### src/rtl/spi_bridge_pkg.sv
// spi_bridge_pkg: shared state type and frame layout constants for the SPI register bridge
package spi_bridge_pkg;
    typedef enum logic [2:0] {IDLE, CMD, RD_ISSUE, DATA, DONE} state_t;
    localparam int CMD_RW_BIT   = 7;
    localparam int CMD_ADDR_LSB = 0;
    localparam int BYTE_BITS    = 8;
endpackage

### src/rtl/spi_reg_bridge_if.sv
// spi_reg_bridge_if: register bus between the SPI bridge (master) and the register file (slave)
interface spi_reg_bridge_if #(
    parameter int ADDR_W = 6,
    parameter int DATA_W = 8
);
    logic              read;
    logic              write;
    logic [ADDR_W-1:0] addr;
    logic [DATA_W-1:0] data_write;
    logic [DATA_W-1:0] data_read;
    modport master (output read, write, addr, data_write, input data_read);
    modport slave  (input read, write, addr, data_write, output data_read);
endinterface

### src/rtl/spi_pin_sync.sv
// spi_pin_sync: synchronises sclk/cs_n/mosi into clk and flags sclk and cs_n edges
module spi_pin_sync #(
    parameter int SYNC_STAGES = 2
) (
    input  logic clk,
    input  logic rst_n,
    input  logic sclk,
    input  logic cs_n,
    input  logic mosi,
    output logic sclk_rise,
    output logic sclk_fall,
    output logic cs_fall,
    output logic cs_rise,
    output logic mosi_s
);
    logic [SYNC_STAGES-1:0] sclk_sh, cs_sh, mosi_sh;
    logic sclk_d, cs_d, sclk_s, cs_s;
    assign sclk_s    = sclk_sh[SYNC_STAGES-1];
    assign cs_s      = cs_sh[SYNC_STAGES-1];
    assign mosi_s    = mosi_sh[SYNC_STAGES-1];
    assign sclk_rise = ~cs_s & sclk_s & ~sclk_d;
    assign sclk_fall = ~cs_s & ~sclk_s & sclk_d;
    assign cs_fall   = ~cs_s & cs_d;
    assign cs_rise   = cs_s & ~cs_d;
    // Synchroniser chains; cs_n starts low so a released-high pin only produces a harmless rise while idle
    always_ff @(posedge clk or negedge rst_n)
        if (!rst_n) begin
            sclk_sh <= '0;
            cs_sh   <= '0;
            mosi_sh <= '0;
            sclk_d  <= 1'b0;
            cs_d    <= 1'b0;
        end else begin
            sclk_sh <= {sclk_sh[SYNC_STAGES-2:0], sclk};
            cs_sh   <= {cs_sh[SYNC_STAGES-2:0], cs_n};
            mosi_sh <= {mosi_sh[SYNC_STAGES-2:0], mosi};
            sclk_d  <= sclk_s;
            cs_d    <= cs_s;
        end
endmodule

### src/rtl/spi_reg_bridge.sv
// spi_reg_bridge: SPI mode-0 slave turning {rw,rsvd,addr} + data frames into register bus strobes.
// Build option SPI_BURST_AUTOINC_EN: further data bytes in a frame go to auto-incremented addresses.
module spi_reg_bridge
    import spi_bridge_pkg::*;
#(
    parameter int SYNC_STAGES = 2,
    parameter int ADDR_W      = 6,
    parameter int DATA_W      = BYTE_BITS
) (
    input  logic              clk,
    input  logic              rst_n,
    input  logic              sclk,
    input  logic              cs_n,
    input  logic              mosi,
    output logic              miso,
    output logic              frame_err,
    spi_reg_bridge_if.master  bus
);
    localparam int CW = $clog2(DATA_W);
    state_t state;
    logic [CW-1:0] bit_cnt;
    logic [DATA_W-1:0] shift_in, shift_out, next_byte;
    logic rw, got_data, last_bit;
    logic sclk_rise, sclk_fall, cs_fall, cs_rise, mosi_s;
    spi_pin_sync #(.SYNC_STAGES(SYNC_STAGES)) u_sync (
        .clk(clk), .rst_n(rst_n), .sclk(sclk), .cs_n(cs_n), .mosi(mosi),
        .sclk_rise(sclk_rise), .sclk_fall(sclk_fall), .cs_fall(cs_fall),
        .cs_rise(cs_rise), .mosi_s(mosi_s)
    );
    assign next_byte = {shift_in[DATA_W-2:0], mosi_s};
    assign last_bit  = bit_cnt == CW'(DATA_W - 1);
    // Frame FSM: shifts bits in on sclk rise, out on sclk fall, and issues one-cycle bus strobes
    always_ff @(posedge clk or negedge rst_n)
        if (!rst_n) begin
            state          <= IDLE;
            bit_cnt        <= '0;
            shift_in       <= '0;
            shift_out      <= '0;
            rw             <= 1'b0;
            got_data       <= 1'b0;
            miso           <= 1'b0;
            frame_err      <= 1'b0;
            bus.read       <= 1'b0;
            bus.write      <= 1'b0;
            bus.addr       <= '0;
            bus.data_write <= '0;
        end else begin
            bus.read  <= 1'b0;
            bus.write <= 1'b0;
            frame_err <= 1'b0;
            if (cs_rise) begin
                frame_err <= (bit_cnt != '0) || (state == DATA && rw && !got_data);
                state     <= IDLE;
                bit_cnt   <= '0;
                miso      <= 1'b0;
            end else begin
                case (state)
                    IDLE: if (cs_fall) begin
                        state    <= CMD;
                        bit_cnt  <= '0;
                        got_data <= 1'b0;
                    end
                    CMD: if (sclk_rise) begin
                        shift_in <= next_byte;
                        bit_cnt  <= last_bit ? '0 : bit_cnt + CW'(1);
                        if (last_bit) begin
                            bus.addr <= next_byte[CMD_ADDR_LSB +: ADDR_W];
                            rw       <= next_byte[CMD_RW_BIT];
                            bus.read <= !next_byte[CMD_RW_BIT];
                            state    <= next_byte[CMD_RW_BIT] ? DATA : RD_ISSUE;
                        end
                    end
                    RD_ISSUE: begin
                        shift_out <= bus.data_read;
                        state     <= DATA;
                    end
                    DATA: begin
                        if (sclk_fall && !rw) begin
                            miso      <= shift_out[DATA_W-1];
                            shift_out <= shift_out << 1;
                        end
                        if (sclk_rise) begin
                            shift_in <= next_byte;
                            bit_cnt  <= last_bit ? '0 : bit_cnt + CW'(1);
                            got_data <= 1'b1;
`ifdef SPI_BURST_AUTOINC_EN
                            if (rw && got_data && bit_cnt == '0)
                                bus.addr <= bus.addr + ADDR_W'(1);
`endif
                            if (last_bit) begin
                                bus.write <= rw;
                                if (rw)
                                    bus.data_write <= next_byte;
`ifdef SPI_BURST_AUTOINC_EN
                                if (!rw) begin
                                    bus.addr <= bus.addr + ADDR_W'(1);
                                    bus.read <= 1'b1;
                                    state    <= RD_ISSUE;
                                end
`else
                                miso  <= 1'b0;
                                state <= DONE;
`endif
                            end
                        end
                    end
                    default: ;
                endcase
            end
        end
endmodule

### src/flat_wrapper.sv
// flat-port wrapper written by rule: the top's interface ports become plain ports
module spi_reg_bridge_flat import spi_bridge_pkg::*;
#(
    parameter int SYNC_STAGES = 2,
    parameter int ADDR_W      = 6,
    parameter int DATA_W      = BYTE_BITS
)
  (clk, rst_n, sclk, cs_n, mosi, miso, frame_err, bus_read, bus_write, bus_addr, bus_data_write, bus_data_read);
  spi_reg_bridge_if #(.ADDR_W(ADDR_W), .DATA_W(DATA_W)) bus_i ();
  input  logic clk;
  input  logic rst_n;
  input  logic sclk;
  input  logic cs_n;
  input  logic mosi;
  output logic miso;
  output logic frame_err;
  output wire logic [$bits(bus_i.read)-1:0] bus_read;
  output wire logic [$bits(bus_i.write)-1:0] bus_write;
  output wire logic [$bits(bus_i.addr)-1:0] bus_addr;
  output wire logic [$bits(bus_i.data_write)-1:0] bus_data_write;
  input wire logic [$bits(bus_i.data_read)-1:0] bus_data_read;
  assign bus_read = bus_i.read;
  assign bus_write = bus_i.write;
  assign bus_addr = bus_i.addr;
  assign bus_data_write = bus_i.data_write;
  assign bus_i.data_read = bus_data_read;
  spi_reg_bridge #(.SYNC_STAGES(SYNC_STAGES), .ADDR_W(ADDR_W), .DATA_W(DATA_W)) u_core (.clk(clk), .rst_n(rst_n), .sclk(sclk), .cs_n(cs_n), .mosi(mosi), .miso(miso), .frame_err(frame_err), .bus(bus_i));
endmodule
### config.mk
export PLATFORM = sky130hd
export DESIGN_NAME = spi_reg_bridge_flat
export DESIGN_NICKNAME = d
export VERILOG_FILES = /design/src/rtl/spi_bridge_pkg.sv /design/src/rtl/spi_reg_bridge_if.sv /design/src/rtl/spi_pin_sync.sv /design/src/rtl/spi_reg_bridge.sv /design/src/flat_wrapper.sv
export SDC_FILE = /design/constraint.sdc
export NUM_CORES = 1
export LEC_CHECK = 0
export ABC_AREA = 1
export CAP_MARGIN = 20
export CORE_MARGIN = 5
export CORE_UTILIZATION = 45
export CTS_BUF_LIST = sky130_fd_sc_hd__clkbuf_16
export CTS_CLUSTER_SIZE = 20
export DETAILED_ROUTE_END_ITERATION = 6
export PLACE_DENSITY = 0.71
export SLEW_MARGIN = 0
export SYNTH_ARGS = -nofsm -noshare
export SYNTH_HDL_FRONTEND = slang
export SYNTH_SLANG_ARGS = --single-unit
### constraint.sdc
create_clock -name clk -period 1.3 [get_ports clk]
set_input_delay 0.26 -clock clk [delete_from_list [all_inputs] [get_ports clk]]
set_output_delay 0.26 -clock clk [all_outputs]
set_load 0.01 [all_outputs]
==> results of run 1 <==
==> cell families after synthesis <==
| kind of cell | after synthesis |
|---|---|
| AND/OR/NAND/NOR | 106 |
| flip-flops | 49 |
| AO/OA/AOI/OAI | 43 |
| buffers and inverters | 37 |
| adder cells (fa/ha/maj) | 4 |
==> sequential cells by signal, indices dropped and copies added (netlist names) <==
signal / cells
u_core.bus.data_write: 8
u_core.shift_out: 8
u_core.got_data: 1
u_core.u_sync.cs_d: 1
u_core.shift_in: 7
u_core.u_sync.mosi_sh: 2
u_core.bus.write: 1
u_core.state: 3
u_core.rw: 1
u_core.frame_err: 1
u_core.u_sync.sclk_sh: 2
u_core.u_sync.sclk_d: 1
u_core.miso: 1
u_core.bus.addr: 6
u_core.bit_cnt: 3
u_core.bus.read: 1
u_core.u_sync.cs_sh: 2
==> worst paths after layout <==
| kind | start | to | slack, ns |
|---|---|---|---|
| worst max-delay path | u_core.bit_cnt[0]$_DFFE_PN0P_ | u_core.rw$_DFFE_PN0P_ | -0.13 |
| worst max register to register | u_core.bit_cnt[0]$_DFFE_PN0P_ | u_core.rw$_DFFE_PN0P_ | -0.13 |
| worst min register to register | u_core.u_sync.sclk_sh[0]$_DFF_PN0_ | u_core.u_sync.sclk_sh[1]$_DFF_PN0_ | 0.35 |
| min in group asynchronous | rst_n | u_core.shift_out[7]$_DFFE_PN0P_ | 0.49 |
| max in group asynchronous | rst_n | u_core.u_sync.sclk_sh[1]$_DFF_PN0_ | 0.58 |
| worst min-delay path | u_core.u_sync.sclk_sh[0]$_DFF_PN0_ | u_core.u_sync.sclk_sh[1]$_DFF_PN0_ | 0.35 |
==> Yosys cell counts, drive strengths merged <==
| cell type | count | area [µm²] |
|---|---|---|
| dfrtp | 49 | 1230 |
| a21oi | 6 | 33.8 |
| o21a | 1 | 7.51 |
| nor3b | 1 | 7.51 |
| a31oi | 1 | 6.26 |
| buf | 6 | 47.5 |
| ha | 4 | 50.1 |
| nand2 | 78 | 300 |
| inv | 31 | 116 |
| nand4 | 5 | 31.3 |
| o21ai | 35 | 205 |
| nand3 | 11 | 80.1 |
| nor2 | 9 | 41.3 |
| nor3 | 2 | 10.0 |
==> through the flow <==
stage	power, W	setup TNS, ns	cell area [µm²]	setup slack, ns	hold slack (ns)
floorplan	0.00280	-0.0695	2170	-0.0348	-0.0356
global placement	0.00317	-0.912	2640	-0.0797	0.262
detailed placement	0.00321	-1.79	2640	-0.142	0.263
CTS	0.00471	-1.91	2860	-0.131	0.349
global route	0.00507	-5.59	2920	-0.246	0.359
finish	0.00476	-1.95	2920	-0.127	0.347
==> worst max-delay path: stages (launching register included) <==
cell and delay (ns):
dfrtp_1 0.41, ha_4 0.18, ha_4 0.15, nand4_1 0.10, inv_2 0.07, buf_4 0.14, nand2_4 0.14, nor2_2 0.05
a21oi_1 0.11
==> cell type report <==
cell class / instances / area (µm²) / area share, %
sequential: 49 / 1230 / 42.1
multi-input combinational: 154 / 870 / 29.8
timing repair buffer: 53 / 475 / 16.3
clock buffer: 5 / 125 / 4.28
inverter: 31 / 116 / 3.98
tap: 54 / 67.6 / 2.31
clock inverter: 3 / 37.5 / 1.28
==> layer usage <==
metal | wire length, µm | vias up | global-route usage, %
met5 | 0 | - | 0
met4 | 49 | 0 | 5.33
met3 | 195 | 5 | 4.42
met2 | 2340 | 38 | 27.2
met1 | 2130 | 819 | 20.7
li1 | - | 870 | -
==> layout by cell type (no fill, tap or decap), types with 2 or more instances in the layout <==
master / n
nand2_1: 68
dfrtp_1: 46
inv_1: 26
o21ai_0: 19
dlygate4sd2_1: 18
buf_4: 17
clkdlybuf4s50_1: 11
o21ai_2: 10
nand2_2: 9
nand3_1: 8
inv_2: 6
nor2_1: 6
o21ai_1: 6
nand4_1: 5
clkbuf_16: 5
a21oi_1: 4
buf_6: 4
nand3_4: 3
dfrtp_2: 3
nor2_2: 2
a21oi_2: 2
ha_4: 2
ha_1: 2
==> where the power goes <==
| group | leakage [nW] | internal, W | switching (W) |
|---|---|---|---|
| clock network | 0.0826 | 0.000894 | 0.000536 |
| registers | 0.642 | 0.00180 | 0.000186 |
| logic | 0.767 | 0.000530 | 0.000811 |
| total | 1.49 | 0.00322 | 0.00153 |
==> what timing repair did <==
item,4_1_cts,5_1_grt
hold buffers,1,0
pin swaps,0,2
endpoints found under the hold margin,49,0
setup endpoints to repair,51,40
cloned,1,0
setup buffers,3,0
resized for setup,30,18
==> flow_metrics.tcl, run 1 <==
set metrics [dict create \
    worstSetupStartpointType "flop" \
    track_usage_pct 16.4 \
    place_inst 336 \
    cts_max_path_buffers 2 \
    outcome "complete, but fails checks" \
    num-fill-cells 413 \
    port_buffers 30 \
    final-setup-viol-count 25 \
    critPathCaptureType "flop" \
    fin_crit_sh_pct 110 \
    synth_top_family_by_area "simple AND/OR/NAND/NOR gates" \
    max_freq_mhz 701 \
    grt_pass1_wl_mm 7.98 \
    worst_slew_pin_slew_ns 0.261 \
    syn_to_final_growth_pct 35.0 \
    rsz0062_at_grt "yes" \
    synthCells 239 \
    synth_simple_gate_area_share_pct 21.7 \
    core-area_um2 4690 \
    relSlewSlack_pct 82.5 \
    syn-num-nets 256 \
    slew_viol_final 0 \
    synth_seq_cells 49 \
    die_h_um 79.3 \
    synth_xor_area_share_pct 0 \
    syn_area_um2 2160 \
    hold_violations 0 \
    final.setup.worst_slack_ns -0.127 \
    layout.cells.non_filler 349 \
    ir_worst_vdd_mv 0.713 \
    maxCapViolCount 0 \
    hold_path.class "flop to flop" \
    diodes 0 \
    dp_hpwl_mm 2.99 \
    grt_max_degree 50 \
    synth.avg_cell_area_um2 9.05 \
    route.vias.total 1732 \
    drtAntennaViolNets 0 \
    finalNetCount 311 \
    crit_fanout 14 \
    drive_gt1_share_pct 24.1 \
    boundaryPins 31 \
    drc 0 \
    drt-total-wl_mm 4.72 \
    netlist-cell-type-count 23 \
    synth_compound_area_share_pct 11.7 \
    drt_iter0_markers 56 \
    skew_ns 0.00615 \
    failed_checks "setup timing" \
    clk_pin_slew_ns 0.06 \
    min_delay_path_depth 0 \
    worst_r2r_path_depth 8 \
    dieArea_um2 6290 \
    start_util_pct 46.1 \
    gp_congestion 0.882 \
    cts_buffers 5 \
    power.density_nw_per_um2 1630 \
    worstPathArrival_ns 1.64 \
    grt_pass1_vias 1747 \
    worst-setup-path-type "flop to flop" \
    ys.warnings.count 0 \
    antenna_found_initial 0 \
    wl_per_cell_um 13.5 \
    h-tree-depth 2 \
    clock-sinks 49 \
    fin_util_pct 62.3 \
    grt.overflow.total 0 \
    routed_via_density 4.96 \
    ys_seq_area_share_pct 56.7 \
    synthAdderAreaFrac_pct 2.31 \
    p_leak_nw 1.49 \
    row_count 25 \
    cts_tree "yes" \
    die_x_um 79.3 \
    clock-root-buffer "clkbuf_16" \
    clock_latency_ns 0.29 \
    firstDrtPassIters 4 \
    synthMuxAreaShare_pct 0 \
    fin_crit_ns 1.43 \
    critPathRequiredTime_ns 1.51 \
]
(Power assumes the default switching activity.)
==> inputs of run 2 (changes only) <==
--- a/config.mk
+++ b/config.mk
@@ -9,7 +9,6 @@
 export CAP_MARGIN = 20
 export CORE_MARGIN = 5
 export CORE_UTILIZATION = 45
-export CTS_BUF_LIST = sky130_fd_sc_hd__clkbuf_16
 export CTS_CLUSTER_SIZE = 20
 export DETAILED_ROUTE_END_ITERATION = 6
 export PLACE_DENSITY = 0.71
==> constraint.sdc (replaced) <==
create_clock -name clk -period 1.2 [get_ports clk]
set_input_delay 0.24 -clock clk [delete_from_list [all_inputs] [get_ports clk]]
set_output_delay 0.24 -clock clk [all_outputs]
set_load 0.01 [all_outputs]
==> flow_metrics.tcl, run 2 (synthesis results as in run 1) <==
set metrics [dict create \
    drive_gt1_share_pct 48.3 \
    drt_iter0_markers 91 \
    grt_max_degree 20 \
    grt.overflow.total 0 \
    cts_buffers 5 \
    failed_checks "setup timing" \
    p_total_w 0.00558 \
    die_x_um 79.3 \
    critPathCaptureType "flop" \
    skew_ns 0.00212 \
    outcome "complete, but fails checks" \
    ir_worst_vdd_mv 1.16 \
    wl_per_cell_um 14.8 \
    drtAntennaViolNets 0 \
    cts_max_path_buffers 2 \
    final.setup.worst_slack_ns -0.267 \
    clock_latency_ns 0.31 \
    layout_common_cells "nand2_1 (47), dfrtp_1 (46), buf_4 (28)" \
    cts_tree "yes" \
    dieArea_um2 6290 \
    crit_path_top_delay_cell "dfrtp_1" \
    finalNetCount 335 \
    hold_path.class "flop to flop" \
    p_leak_nw 1.62 \
    worstPathArrival_ns 1.68 \
    row_count 25 \
    multi_input_area_um2 1050 \
    crit_family "simple AND/OR/NAND/NOR gates" \
    route.vias.total 1889 \
    ff_latch_area_um2 1230 \
    worst_path_most_repeated_cell "nand2_1" \
    antenna_found_initial 0 \
    crit_path_max_incr_delay_ns 0.36 \
    final-setup-viol-count 40 \
    diodes 0 \
    path_cells "ha_2 > buf_4 > ha_4 > nand4_1 > nand2_2 > nand3_2 > nand2_1 > nand2_1" \
    clock-root-buffer "clkbuf_8" \
    worst-setup-path-type "flop to flop" \
    boundaryPins 31 \
    die_h_um 79.3 \
    start_util_pct 46.1 \
    h-tree-depth 2 \
    layout.cells.non_filler 373 \
    port_buffers 30 \
    worst_slew_pin_slew_ns 0.404 \
    pre_cts_ws_ns -0.249 \
    grt_pass1_vias 1887 \
    firstDrtPassIters 4 \
    core-area_um2 4690 \
    relSlewSlack_pct 73.1 \
    rsz0062_at_grt "yes" \
    critPathRequiredTime_ns 1.41 \
    grt_pass1_wl_mm 8.53 \
    final_common_cell "nand2_1" \
    drc 0 \
    crit_buf_inv 1 \
    gp_congestion 0.910 \
    slew_viol_final 0 \
    fin_crit_ns 1.47 \
    dp_hpwl_mm 3.27 \
    drt-total-wl_mm 5.53 \
    num-fill-cells 346 \
    power.density_nw_per_um2 1710 \
    worstSetupStartpointType "flop" \
    crit_fanout 5 \
    top_regs "u_core.bus.data_write (8), u_core.shift_out (8), u_core.shift_in (7)" \
    clock-sinks 49 \
    track_usage_pct 17.5 \
    hold_violations 0 \
    syn_to_final_growth_pct 51.0 \
    fin_util_pct 69.6 \
    routed_via_density 5.06 \
    fin_crit_sh_pct 122 \
    clk_pin_slew_ns 0.09 \
    place_inst 344 \
    maxCapViolCount 0 \
    max_freq_mhz 682 \
]
[run 2: cell count changes in the layout (fill, tap and decap cells not counted), moves of 9 or more]
| cell | change |
|---|---|
| buf_6 | +9 |
| o21ai_1 | +10 |
| clkbuf_2 | +9 |
| nand2_1 | -21 |
| dlygate4sd2_1 | -18 |
| o21ai_0 | -14 |
| nand2_2 | +15 |
| buf_4 | +11 |
[run 2: layout make-up]
cell class,instances,share of cell area [%]
clock buffers,5,2.11
clock inverters,3,0.881
inverters,31,4.10
multi-input cells,154,32.3
flip-flops and latches,49,37.7
well taps,54,2.07
repair buffers,77,20.9
[run 2: path summary, 6_finish.rpt]
kind                       slack, ns                          startpoint                                 end  cells after the start
max                            -0.27       u_core.bit_cnt[1]$_DFFE_PN0P_         u_core.state[1]$_DFFE_PN0P_                      8
min                             0.36  u_core.u_sync.sclk_sh[0]$_DFF_PN0_  u_core.u_sync.sclk_sh[1]$_DFF_PN0_                      0
max reg2reg                    -0.27       u_core.bit_cnt[1]$_DFFE_PN0P_         u_core.state[1]$_DFFE_PN0P_                      8
min reg2reg                     0.36  u_core.u_sync.sclk_sh[0]$_DFF_PN0_  u_core.u_sync.sclk_sh[1]$_DFF_PN0_                      0
max in group asynchronous       0.38                               rst_n    u_core.u_sync.cs_sh[1]$_DFF_PN0_                      3
min in group asynchronous       0.37                               rst_n     u_core.shift_out[6]$_DFFE_PN0P_                      2
[run 2: per-stage QoR]
stage | hold WS (ns) | area [µm²] | setup TNS [ns]
floorplan | -0.0556 | 2190 | -1.61
global placement | 0.187 | 2720 | -3.87
detailed placement | 0.193 | 2720 | -4.97
CTS | 0.352 | 3070 | -4.08
global route | 0.343 | 3270 | -9.14
finish | 0.357 | 3270 | -6.20
[run 2: timing repair]
item / in CTS / in global routing
endpoints found under the hold margin: 13 / 0
pin swaps: 15 / 15
resized for setup: 101 / 72
cloned: 2 / 1
buffers inserted: 7 / 10
hold buffers: 1 / 0
setup endpoints to repair: 59 / 56
[run 2: power breakdown]
group | leakage (nW) | total, W | internal (W) | switching [W]
registers | 0.642 | 0.00216 | 0.00194 | 0.000218
logic | 0.925 | 0.00238 | 0.00110 | 0.00128
clock network | 0.0506 | 0.00104 | 0.000436 | 0.000604
total | 1.62 | 0.00558 | 0.00348 | 0.00210
[run 2: layer usage]
layer / routed length, µm / vias up / GRT usage, %
met5: 0 / - / 0
li1: - / 923 / -
met4: 99 / 0 / 5.15
met2: 2840 / 41 / 31.0
met1: 2380 / 916 / 21.0
met3: 202 / 9 / 4.08
==> inputs of run 3 (changes only) <==
--- a/config.mk
+++ b/config.mk
@@ -8,10 +8,10 @@
 export ABC_AREA = 1
 export CAP_MARGIN = 20
 export CORE_MARGIN = 5
-export CORE_UTILIZATION = 45
+export CORE_UTILIZATION = 48
 export CTS_CLUSTER_SIZE = 20
 export DETAILED_ROUTE_END_ITERATION = 6
-export PLACE_DENSITY = 0.71
+export PLACE_DENSITY = 0.75
 export SLEW_MARGIN = 0
 export SYNTH_ARGS = -nofsm -noshare
 export SYNTH_HDL_FRONTEND = slang
==> flow_metrics.tcl, run 3 (synthesis results as in run 1) <==
set metrics [dict create \
    crit_family "simple AND/OR/NAND/NOR gates" \
    placed_area_um2 2690 \
    gp_congestion 0.917 \
    routed_via_density 5.18 \
    rsz0062_at_grt "yes" \
    crit_buf_inv 2 \
    h-tree-depth 2 \
    worstSetupStartpointType "flop" \
    p_total_w 0.00546 \
    slew_viol_final 0 \
    critPathCaptureType "flop" \
    max_freq_mhz 690 \
    combPwrFrac_pct 41.2 \
    diodes 0 \
    clock-root-buffer "clkbuf_8" \
    pre_cts_ws_ns -0.285 \
    p_sw_share_pct 37.4 \
    hold_path.class "flop to flop" \
    cts_max_path_buffers 2 \
    failed_checks "setup timing" \
    finalNetCount 330 \
    wl_met3_um 281 \
    worst_slew_pin_slew_ns 0.261 \
    skew_ns 0.00561 \
    outcome "complete, but fails checks" \
    final.setup.worst_slack_ns -0.250 \
    hold_violations 0 \
    grt_pass1_vias 1839 \
    syn_to_final_growth_pct 48.2 \
    cts_tree "yes" \
    path_cells "inv_2 > nand3_4 > nor2_4 > nand2_2 > buf_4 > nand4_1 > nand2_1" \
    route.vias.total 1895 \
    worstPathArrival_ns 1.65 \
    die_x_um 77.1 \
    dr.max_layer_used "met4" \
    critPathRequiredTime_ns 1.40 \
    power.density_nw_per_um2 1700 \
    grt.overflow.total 0 \
    stdcell_area_um2 3210 \
    clock_latency_ns 0.31 \
    clkPwrFrac_pct 19.3 \
    maxCapViolCount 0 \
    grt_max_degree 50 \
    wl_met1_mm 2.18 \
    worst-setup-path-type "flop to flop" \
    top_regs "u_core.bus.data_write (8), u_core.shift_out (8), u_core.shift_in (7)" \
    relSlewSlack_pct 82.6 \
    clock-sinks 49 \
    die_h_um 77.1 \
    core-area_um2 4350 \
    track_usage_pct 17.7 \
    dieArea_um2 5950 \
    layout_common_cells "nand2_1 (53), dfrtp_1 (48), inv_1 (24), buf_4 (24), clkbuf_2 (15)" \
    antenna_found_initial 0 \
    crit_fanout 5 \
    final_common_cell "nand2_1" \
    firstDrtPassIters 4 \
    crit_path_max_incr_delay_ns 0.41 \
    drt-total-wl_mm 5.49 \
    ir_worst_vdd_mv 1.10 \
    fin_crit_sh_pct 121 \
    start_util_pct 49.7 \
    fin_crit_ns 1.45 \
    crit_path_top_delay_cell "dfrtp_1" \
    boundaryPins 31 \
    drt_iter0_markers 105 \
    dp_hpwl_mm 2.97 \
    final-setup-viol-count 40 \
    clk_pin_slew_ns 0.09 \
    p_int_w 0.00342 \
    grt_pass1_wl_mm 8.56 \
    switchingPower_w 0.00204 \
    p_leak_nw 1.62 \
    fin_util_pct 73.6 \
    row_count 24 \
    port_buffers 30 \
    wl_per_cell_um 15.0 \
    drc 0 \
    met2_length_mm 2.92 \
    cts_buffers 5 \
    pwr-share-seq_pct 39.5 \
    drive_gt1_share_pct 42.7 \
    drtAntennaViolNets 0 \
]
==> run 3: path summary, 6_finish.rpt <==
| check | start | to | slack (ns) | cells after the start |
|---|---|---|---|---|
| max in group asynchronous | rst_n | u_core.state[0]$_DFFE_PN0P_ | 0.54 | 3 |
| worst min register to register | u_core.u_sync.cs_sh[0]$_DFF_PN0_ | u_core.u_sync.cs_sh[1]$_DFF_PN0_ | 0.36 | 0 |
| worst max register to register | u_core.state[2]$_DFFE_PN0P_ | u_core.state[0]$_DFFE_PN0P_ | -0.25 | 7 |
| worst max-delay path | u_core.state[2]$_DFFE_PN0P_ | u_core.state[0]$_DFFE_PN0P_ | -0.25 | 7 |
| min in group asynchronous | rst_n | u_core.bus.data_write[5]$_DFFE_PN0P_ | 0.43 | 3 |
| worst min-delay path | u_core.u_sync.cs_sh[0]$_DFF_PN0_ | u_core.u_sync.cs_sh[1]$_DFF_PN0_ | 0.36 | 0 |
==> run 3: layer usage <==
metal / vias to the layer above / track usage (%)
li1: 912 / -
met1: 924 / 21.1
met2: 47 / 30.7
met3: 12 / 4.22
met4: 0 / 6.87
met5: - / 0
==> run 3: through the flow <==
| stage | hold WS [ns] | setup TNS (ns) | instances |
|---|---|---|---|
| finish | 0.364 | -6.34 | 366 |
| detailed placement | 0.246 | -6.11 | 339 |
| floorplan | -0.0556 | -1.61 | 239 |
| global placement | 0.243 | -5.20 | 339 |
| CTS | 0.366 | -4.92 | 359 |
| global route | 0.356 | -8.84 | 366 |
==> run 3: power groups by stage <==
stage / logic [W] / registers [W] / clock network, W
global placement: 0.00135 / 0.00213 / 0
floorplan: 0.000959 / 0.00210 / 0
detailed placement: 0.00139 / 0.00214 / 0
CTS: 0.00170 / 0.00213 / 0.00107
global route: 0.00245 / 0.00219 / 0.00115
finish: 0.00225 / 0.00215 / 0.00106
==> run 3: final cells by class <==
cell class	count	area [µm²]
timing repair buffer	72	628
fill	298	1150
clock inverter	2	17.5
inverter	31	121
sequential	49	1230
clock buffer	6	82.6
tap	52	65.1
multi-input combinational	154	1060
==> run 3: repair_timing <==
action                                  CTS  global route
resized for setup                        81            69
hold endpoints to repair                 49             0
hold buffers                              1             0
pin swaps                                 8            23
cloned                                    2             1
endpoints found under the setup margin   59            57
buffers inserted                          9             9
